==> config.mk <==
export PLATFORM = sky130hd
export DESIGN_NAME = int_sequencer
export DESIGN_NICKNAME = d
export VERILOG_FILES = /design/src/rtl/int_sequencer.sv
export SDC_FILE = /design/constraint.sdc
export NUM_CORES = 1
export LEC_CHECK = 0
export ABC_AREA = 1
export BUFFER_PORTS_ARGS = -buffer_cell sky130_fd_sc_hd__buf_4
export CAP_MARGIN = 20
export CELL_PAD_IN_SITES_DETAIL_PLACEMENT = 1
export CELL_PAD_IN_SITES_GLOBAL_PLACEMENT = 1
export CORE_ASPECT_RATIO = 1.75
export CORE_MARGIN = 3
export CORE_UTILIZATION = 33
export CTS_CLUSTER_DIAMETER = 40
export DETAILED_ROUTE_END_ITERATION = 6
export GPL_TIMING_DRIVEN = 0
export PLACE_DENSITY_LB_ADDON = 0.1
export SYNTH_ARGS = -nofsm -noshare
export SYNTH_HDL_FRONTEND = slang
export SYNTH_SLANG_ARGS = --single-unit
export TNS_END_PERCENT = 30
==> constraint.sdc <==
create_clock -name clk -period 1.2 [get_ports clk]
set_input_delay 0.12 -clock clk [delete_from_list [all_inputs] [get_ports clk]]
set_output_delay 0.12 -clock clk [all_outputs]
set_load 0.05 [all_outputs]
==> src/rtl/int_sequencer.sv <==
// Interrupt entry sequencer for the pipelined RAT CPU: synchronises irq_in, drains the
// pipeline with injected NOPs, pushes the resume PC and vectors the PC with I cleared.
module int_sequencer #(
   parameter int         SYNC_STAGES = 2,
   parameter logic [9:0] VECTOR      = 10'h3FF,
   parameter int         DRAIN_MAX   = 8
) (
   input  logic       clk,
   input  logic       rst,
   input  logic       irq_in,
   input  logic       i_flag,
   input  logic       ex_valid,
   input  logic       wb_valid,
   input  logic       pipe_hold,
   input  logic [9:0] next_pc,
   output logic       fetch_nop,
   output logic       save_we,
   output logic [9:0] save_pc,
   output logic       sp_decr,
   output logic       pc_force_ld,
   output logic [9:0] vec_addr,
   output logic       i_clr,
   output logic       irq_pending,
   output logic       busy,
   output logic       drain_err
);

   typedef enum logic [2:0] {
      S_IDLE,
      S_DRAIN,
      S_SAVE,
      S_VEC,
      S_RESUME
   } state_t;

   localparam logic [3:0] DRAIN_LIMIT = 4'(DRAIN_MAX);

   state_t                 state;
   state_t                 state_nx;
   logic [SYNC_STAGES-1:0] sync_p;
   logic                   edge_q;
   logic                   irq_rise;
   logic [3:0]             cnt;
   logic [3:0]             cnt_inc;
   logic                   pipe_empty;

   assign irq_rise   = sync_p[SYNC_STAGES-1] & ~edge_q;
   assign cnt_inc    = (cnt == 4'hF) ? cnt : cnt + 4'd1;
   assign pipe_empty = ~ex_valid & ~wb_valid & ~pipe_hold;
   assign vec_addr   = VECTOR;

   // Synchroniser and edge detect: only a rising edge of the synced level raises a request.
   always_ff @(posedge clk or negedge rst) begin
      if (!rst) begin
         sync_p <= '0;
         edge_q <= 1'b0;
      end else begin
         sync_p <= {sync_p[SYNC_STAGES-2:0], irq_in};
         edge_q <= sync_p[SYNC_STAGES-1];
      end
   end

   always_ff @(posedge clk or negedge rst) begin
      if (!rst) begin
         state       <= S_IDLE;
         irq_pending <= 1'b0;
         save_pc     <= '0;
         cnt         <= '0;
         drain_err   <= 1'b0;
      end else begin
         state       <= state_nx;
         // A new edge in the VECTOR cycle must survive the clear.
         irq_pending <= irq_rise | (irq_pending & (state != S_VEC));
         if (state == S_DRAIN) begin
            cnt <= cnt_inc;
            if (cnt_inc >= DRAIN_LIMIT) drain_err <= 1'b1;
            // Sampled at exit so a branch resolving mid-drain is honoured.
            if (pipe_empty) save_pc <= next_pc;
         end else if (state == S_RESUME) begin
            cnt <= '0;
         end
      end
   end

   always_comb begin
      state_nx    = state;
      fetch_nop   = 1'b0;
      save_we     = 1'b0;
      sp_decr     = 1'b0;
      pc_force_ld = 1'b0;
      i_clr       = 1'b0;
      busy        = 1'b0;
      unique case (state)
         S_IDLE: begin
            if (irq_pending && i_flag) state_nx = S_DRAIN;
         end
         S_DRAIN: begin
            fetch_nop = 1'b1;
            busy      = 1'b1;
            if (pipe_empty) state_nx = S_SAVE;
         end
         S_SAVE: begin
            fetch_nop = 1'b1;
            busy      = 1'b1;
            save_we   = 1'b1;
            sp_decr   = 1'b1;
            state_nx  = S_VEC;
         end
         S_VEC: begin
            fetch_nop   = 1'b1;
            busy        = 1'b1;
            pc_force_ld = 1'b1;
            i_clr       = 1'b1;
            state_nx    = S_RESUME;
         end
         S_RESUME: begin
            fetch_nop = 1'b1;
            busy      = 1'b1;
            state_nx  = S_IDLE;
         end
         default: state_nx = S_IDLE;
      endcase
   end

endmodule

==> impl_metrics.toml, run 1 <==
[floorplan]
dieHeight_um = 82.6
fp.dieW_um = 49.8
dieArea_mm2 = 0.00411
placementRows = 27
io_pins = 45
initial_utilization = 0.349
fp.coreArea_mm2 = 0.00318

[worst_setup_path]
cp_data_required_time_ns = 1.08
cpMaxStageDelayCell = "dfrtp_1"
worstSetupStartpointType = "flop"
end_kind = "output port"
slowest_delay_ns = 0.41
path_cells = "inv_2 -> nand2_4 -> nand3_4 -> o21ai_4 -> buf_6 -> buf_8"
worst-setup-path-type = "flop to output port"
worstPathMaxFanout = 3
critical_path_arrival_ns = 1.28

[logic_synthesis]
synth-edff-count = 0
synth_largest_area_cell = "dfrtp_1"
synth.most_common_cell = "nand2_1"
ys_ff_latch = 22
synth_top_area_share = 0.497
syn_avg_cell_area_um2 = 8.65
synthFlopType = "dfrtp_1"
yosysWarnings = 0
synth_common_cells = "nand2_1 (39), dfrtp_1 (22), nand3_1 (18), buf_4 (13), inv_1 (12)"
seq_area_frac_synth = 0.497
synth_cells = 128
syn-cell-area_mm2 = 0.00111
yosysUniqueCellTypes = 19
async_flop_share = 1.00
synth_area_leaders = "dfrtp_1 (50%), nand2_1 (13%), buf_4 (8.8%)"

[route]
drtAntennaViolNets = 0
dr.first_iter.drc_count = 4
routed_wl_mm = 3.07
first_pass_iters = 3
routedWlPerCell_um = 13.2
viasPerCell = 4.33
vias = 1004
drc = 0

[job]
max_cap_viol_count = 0

[final_layout]
area_growth_syn_to_layout_pct = 60.1
fin_area_mm2 = 0.00177
nets = 208
final.fill_count = 401
multi_input_area_um2 = 493
seq_area_um2 = 552
drive_above_1_share = 0.487
diodes = 0

[clock_network]
clk_latency_ns = 0.26
cts_root_buf = "clkbuf_8"
clk_pin_slew_worst_paths_ns = 0.08
cts_tree = "yes"
cts_sinks = 22
cts_buffers = 3
cts_max_level = 1
cts_buffer_depth = 2

[status]
status = "complete, but fails checks"
violations = "setup timing"

[grt]
antenna_found_initial = 0
grt_max_degree = 23
grt_pass1_vias = 1136
grt_usage = 0.157
grt_overflow = 0
grt_first_pass_wirelength_mm = 5.03

[timing]
finalCriticalPeriod_ns = 1.40
fin_skew_ns = 0.00811
slew_viol_final = 0
fmax_ghz = 0.713
grt_setup_unrepaired = "true"
hold_viol = 0
setup_viol = 22
fin_ws_ns = -0.203
fin_crit_sh = 1.17

[power_and_ir_drop]
leakagePower_nw = 0.940
powerDensity_mw_per_mm2 = 2830
ir_drop_v = 0.00138
p_total_w = 0.00502

[placed_design]
gp_congestion = 0.742
portBuffers = 34
postPlaceCellArea_mm2 = 0.00149
dpl.hpwl_mm = 2.10

[min_path]
hp-class = "input port to flop"
## state kept, by name (all words and copies together), names as in the netlist
| signal | count |
|---|---|
| sync_p | 2 |
| edge_q | 1 |
| state | 3 |
| drain_err | 1 |
| cnt | 4 |
| irq_pending | 1 |
| save_pc | 10 |
## power breakdown
group	switching, W	internal (W)
sequential	0.000253	0.00103
combinational	0.00199	0.00127
clock	0.000232	0.000236
## what timing repair did
action / in CTS / in global routing
pin swaps: 1 / 5
gates cloned: 0 / 1
resized for setup: 13 / 17
hold buffers: 2 / 0
endpoints found under the setup margin: 20 / 23
hold endpoints to repair: 23 / 0
setup buffers: 8 / 3
## worst max-delay path: cells and delay by family, from the launching register on
kind / cells / cell delay (ns)
DFF: 1 / 0.41
buffers and inverters: 3 / 0.38
and+or+nand+nor: 2 / 0.17
AOI/OAI and AO/OA: 1 / 0.06
## worst paths after layout
path / to / cells after the start / slack [ns] / from
setup / recovery: fetch_nop / 6 / -0.20 / state[2]$_DFFE_PN0P_
hold / removal: save_pc[0]$_DFFE_PN0P_ / 3 / 0.09 / next_pc[0]
setup reg to reg: save_pc[9]$_DFFE_PN0P_ / 8 / -0.17 / state[2]$_DFFE_PN0P_
hold reg to reg: sync_p[1]$_DFF_PN0_ / 0 / 0.35 / sync_p[0]$_DFF_PN0_
max in group asynchronous: state[1]$_DFFE_PN0P_ / 2 / 0.65 / rst
min in group asynchronous: state[2]$_DFFE_PN0P_ / 2 / 0.30 / rst
## cells in the final DEF (no fill, tap or decap), drive strengths merged, types with 2 or more instances in the layout
cell / synthesis / final
buf: 16 / 61
nand2: 42 / 42
dfrtp: 22 / 22
nand3: 19 / 19
inv: 13 / 13
conb: 1 / 10
nor2: 7 / 7
clkbuf: 0 / 5
o21ai: 5 / 5
dlygate4sd3: 0 / 2
## cell families (layout without fill, tap and decap cells)
kind of cell / count (synthesis) / after routing / synth area share
flip-flops: 22 / 22 / 0.497
buffers and inverters: 29 / 81 / 0.163
AND/OR/NAND/NOR: 69 / 69 / 0.293
AO/OA/AOI/OAI: 6 / 6 / 0.0328
adder cells (fa/ha/maj): 1 / 1 / 0.0113
other: 1 / 10 / 0.00339
## through the flow
| stage | setup TNS, ns | setup WS, ns | utilization | hold WS, ns | std cells |
|---|---|---|---|---|---|
| after floorplan | -0.141 | -0.0512 | - | -0.176 | 137 |
| after detailed placement | -0.773 | -0.115 | 0.470 | 0.0364 | 214 |
| after CTS | -2.09 | -0.180 | 0.531 | 0.0900 | 228 |
| final | -2.83 | -0.203 | 0.558 | 0.0938 | 232 |
| after global placement | -0.239 | -0.100 | 0.470 | 0.0299 | 214 |
| after global routing | -4.37 | -0.264 | 0.558 | 0.105 | 232 |
## per-layer routing
metal | vias to the layer above | wire, µm | global-route usage
met1 | 480 | 1090 | 0.162
li1 | 497 | - | -
met2 | 25 | 1840 | 0.317
met3 | 2 | 119 | 0.0269
met5 | - | 0 | 0
met4 | 0 | 15 | 0.0416
## area by class of cell
class | instances | share of cell area
Buffer | 16 | 0.0826
Multi-Input combinational cell | 86 | 0.278
Clock buffer | 4 | 0.0254
Sequential cell | 22 | 0.311
Tap cell | 43 | 0.0303
Timing Repair Buffer | 48 | 0.242
Inverter | 13 | 0.0303
Power figures use the tool's default switching activity.
==> run 2: changes to the inputs <==
--- a/config.mk
+++ b/config.mk
@@ -6,15 +6,15 @@
 export NUM_CORES = 1
 export LEC_CHECK = 0
 export ABC_AREA = 1
-export BUFFER_PORTS_ARGS = -buffer_cell sky130_fd_sc_hd__buf_4
 export CAP_MARGIN = 20
 export CELL_PAD_IN_SITES_DETAIL_PLACEMENT = 1
 export CELL_PAD_IN_SITES_GLOBAL_PLACEMENT = 1
 export CORE_ASPECT_RATIO = 1.75
 export CORE_MARGIN = 3
-export CORE_UTILIZATION = 33
+export CORE_UTILIZATION = 43
 export CTS_CLUSTER_DIAMETER = 40
 export DETAILED_ROUTE_END_ITERATION = 6
+export DONT_BUFFER_PORTS = 1
 export GPL_TIMING_DRIVEN = 0
 export PLACE_DENSITY_LB_ADDON = 0.1
 export SYNTH_ARGS = -nofsm -noshare
==> impl_metrics.toml, run 2 (synthesized netlist as in run 1, its figures left out) <==
[route]
first_pass_iters = 2
drc = 0
routedWlPerCell_um = 16.5
routed_wl_mm = 3.07
viasPerCell = 4.99
dr.first_iter.drc_count = 11
drtAntennaViolNets = 0
vias = 929

[worst_setup_path]
end_kind = "output port"
worstPathMaxFanout = 3
cpMaxStageDelayCell = "dfrtp_1"
worst-setup-path-type = "flop to output port"
r2r_start = "state[2]$_DFFE_PN0P_"
cp_data_required_time_ns = 1.08
critical_path_arrival_ns = 1.42
r2r_cells = 8
slowest_delay_ns = 0.41
r2r_slack_ns = -0.16
worstSetupStartpointType = "flop"
path_cells = "inv_2 -> nand2_4 -> nor2_4 -> buf_8"
worst_r2r_endpoint = "save_pc[5]$_DFFE_PN0P_"

[clock_network]
cts_root_buf = "clkbuf_8"
clk_latency_ns = 0.26
clk_pin_slew_worst_paths_ns = 0.08
cts_max_level = 1
cts_buffers = 3
cts_buffer_depth = 2
cts_tree = "yes"
cts_sinks = 22

[placed_design]
pre_cts_ws_ns = -0.197
place_inst = 162
dpl.hpwl_mm = 1.91
portBuffers = 0
gp_congestion = 0.714
postPlaceCellArea_mm2 = 0.00122

[grt]
grt_overflow = 0
grt_usage = 0.189
grt_max_degree = 23
grt_first_pass_wirelength_mm = 4.60
antenna_found_initial = 0
grt_pass1_vias = 1000

[min_path]
hold_end = "save_pc[0]$_DFFE_PN0P_"
min-delay-start = "next_pc[0]"
hp-class = "input port to flop"
hold_depth = 2

[final_layout]
multi_input_area_um2 = 470
most-common-layout-cells = "nand2_1 (37), buf_4 (21), dfrtp_1 (21)"
fin_area_mm2 = 0.00149
layout_commonest_cell = "nand2_1"
diodes = 0
top_regs = "save_pc: 10 flops, cnt: 4 flops, state: 3 flops"
fin_cells = 186
drive_above_1_share = 0.311
area_growth_syn_to_layout_pct = 34.1
seq_area_um2 = 552
max_flop_register = "save_pc"
final_core_util = 0.629
largest_register_ffs = 10
final.fill_count = 265
nets = 180

[power_and_ir_drop]
p_sw_frac = 0.535
internal_power_w = 0.00210
power_frac_comb = 0.444
leakagePower_nw = 0.791
clock_power_share = 0.118
powerDensity_mw_per_mm2 = 3040
power_switching_w = 0.00242
seq_power_share = 0.438
ir_drop_v = 0.00181

[timing]
grt_setup_unrepaired = "true"
finalCriticalPeriod_ns = 1.54
fin_skew_ns = 0.00191
setup_viol = 23
slew_viol_final = 0
fin_setup_tns_ns = -3.05
fin_ws_ns = -0.336
fin_crit_sh = 1.28
worst_pin_slew_ns = 1.02
fmax_ghz = 0.651
hold_viol = 1
holdWs_ns = -0.00147
slew_headroom = 0.321

[floorplan]
dieArea_mm2 = 0.00324
dieHeight_um = 73.1
initial_utilization = 0.469
placementRows = 23
io_pins = 45
fp.dieW_um = 44.4
fp.coreArea_mm2 = 0.00236

[job]
max_cap_viol_count = 0

[status]
status = "complete, but fails checks"
violations = "hold timing, setup timing"
==> run 2: power groups by stage <==
stage          Clock (W)  Sequential [W]  Combinational, W
2_1_floorplan          0         0.00193           0.00129
3_3_place_gp           0         0.00199           0.00141
3_5_place_dp           0         0.00201           0.00148
4_1_cts         0.000544         0.00197           0.00176
5_1_grt         0.000555         0.00202           0.00219
6_report        0.000533         0.00198           0.00201
==> run 2: per-layer routing <==
metal  global-route usage  wire length (µm)
met5                    0                 0
met4               0.0604                57
met2                0.372              1870
met3               0.0198               115
met1                0.197              1030
==> run 2: worst max-delay path by stage <==
stage | start | end | slack, ns
after CTS | state[2]$_DFFE_PN0P_ | fetch_nop | -0.33
final | state[2]$_DFFE_PN0P_ | sp_decr | -0.34
after global routing | state[2]$_DFFE_PN0P_ | sp_decr | -0.38
after global placement | state[2]$_DFFE_PN0P_ | fetch_nop | -0.15
after floorplan | state[2]$_DFFE_PN0P_ | sp_decr | -0.05
after detailed placement | state[2]$_DFFE_PN0P_ | fetch_nop | -0.20
==> run 2: worst max-delay path, delay by kind of cell (launching register included) <==
| family | cells | cell delay (ns) |
|---|---|---|
| buffers and inverters | 2 | 0.33 |
| AND/OR/NAND/NOR | 2 | 0.41 |
| flip-flops | 1 | 0.41 |
==> run 2: what timing repair did <==
action | 4_1_cts | 5_1_grt
buffers inserted | 6 | 6
gates cloned | 0 | 0
pin swaps | 6 | 1
resized for setup | 9 | 3
hold buffers | 8 | 0
hold endpoints to repair | 29 | 0
endpoints found under the setup margin | 20 | 45
==> run 2: final cells by class <==
type | instances | share of cell area
flip-flops and latches | 22 | 0.372
multi-input cells | 86 | 0.317
repair buffers | 20 | 0.119
plain buffers | 16 | 0.0986
clock buffers | 4 | 0.0371
inverters | 13 | 0.0362
well taps | 25 | 0.0211
==> run 2: metrics by stage <==
stage               hold WS [ns]  total power, W
finish                  -0.00147         0.00452
global route             0.00805         0.00477
CTS                     0.000633         0.00428
detailed placement        -0.175         0.00349
global placement          -0.175         0.00340
floorplan                 -0.176         0.00322
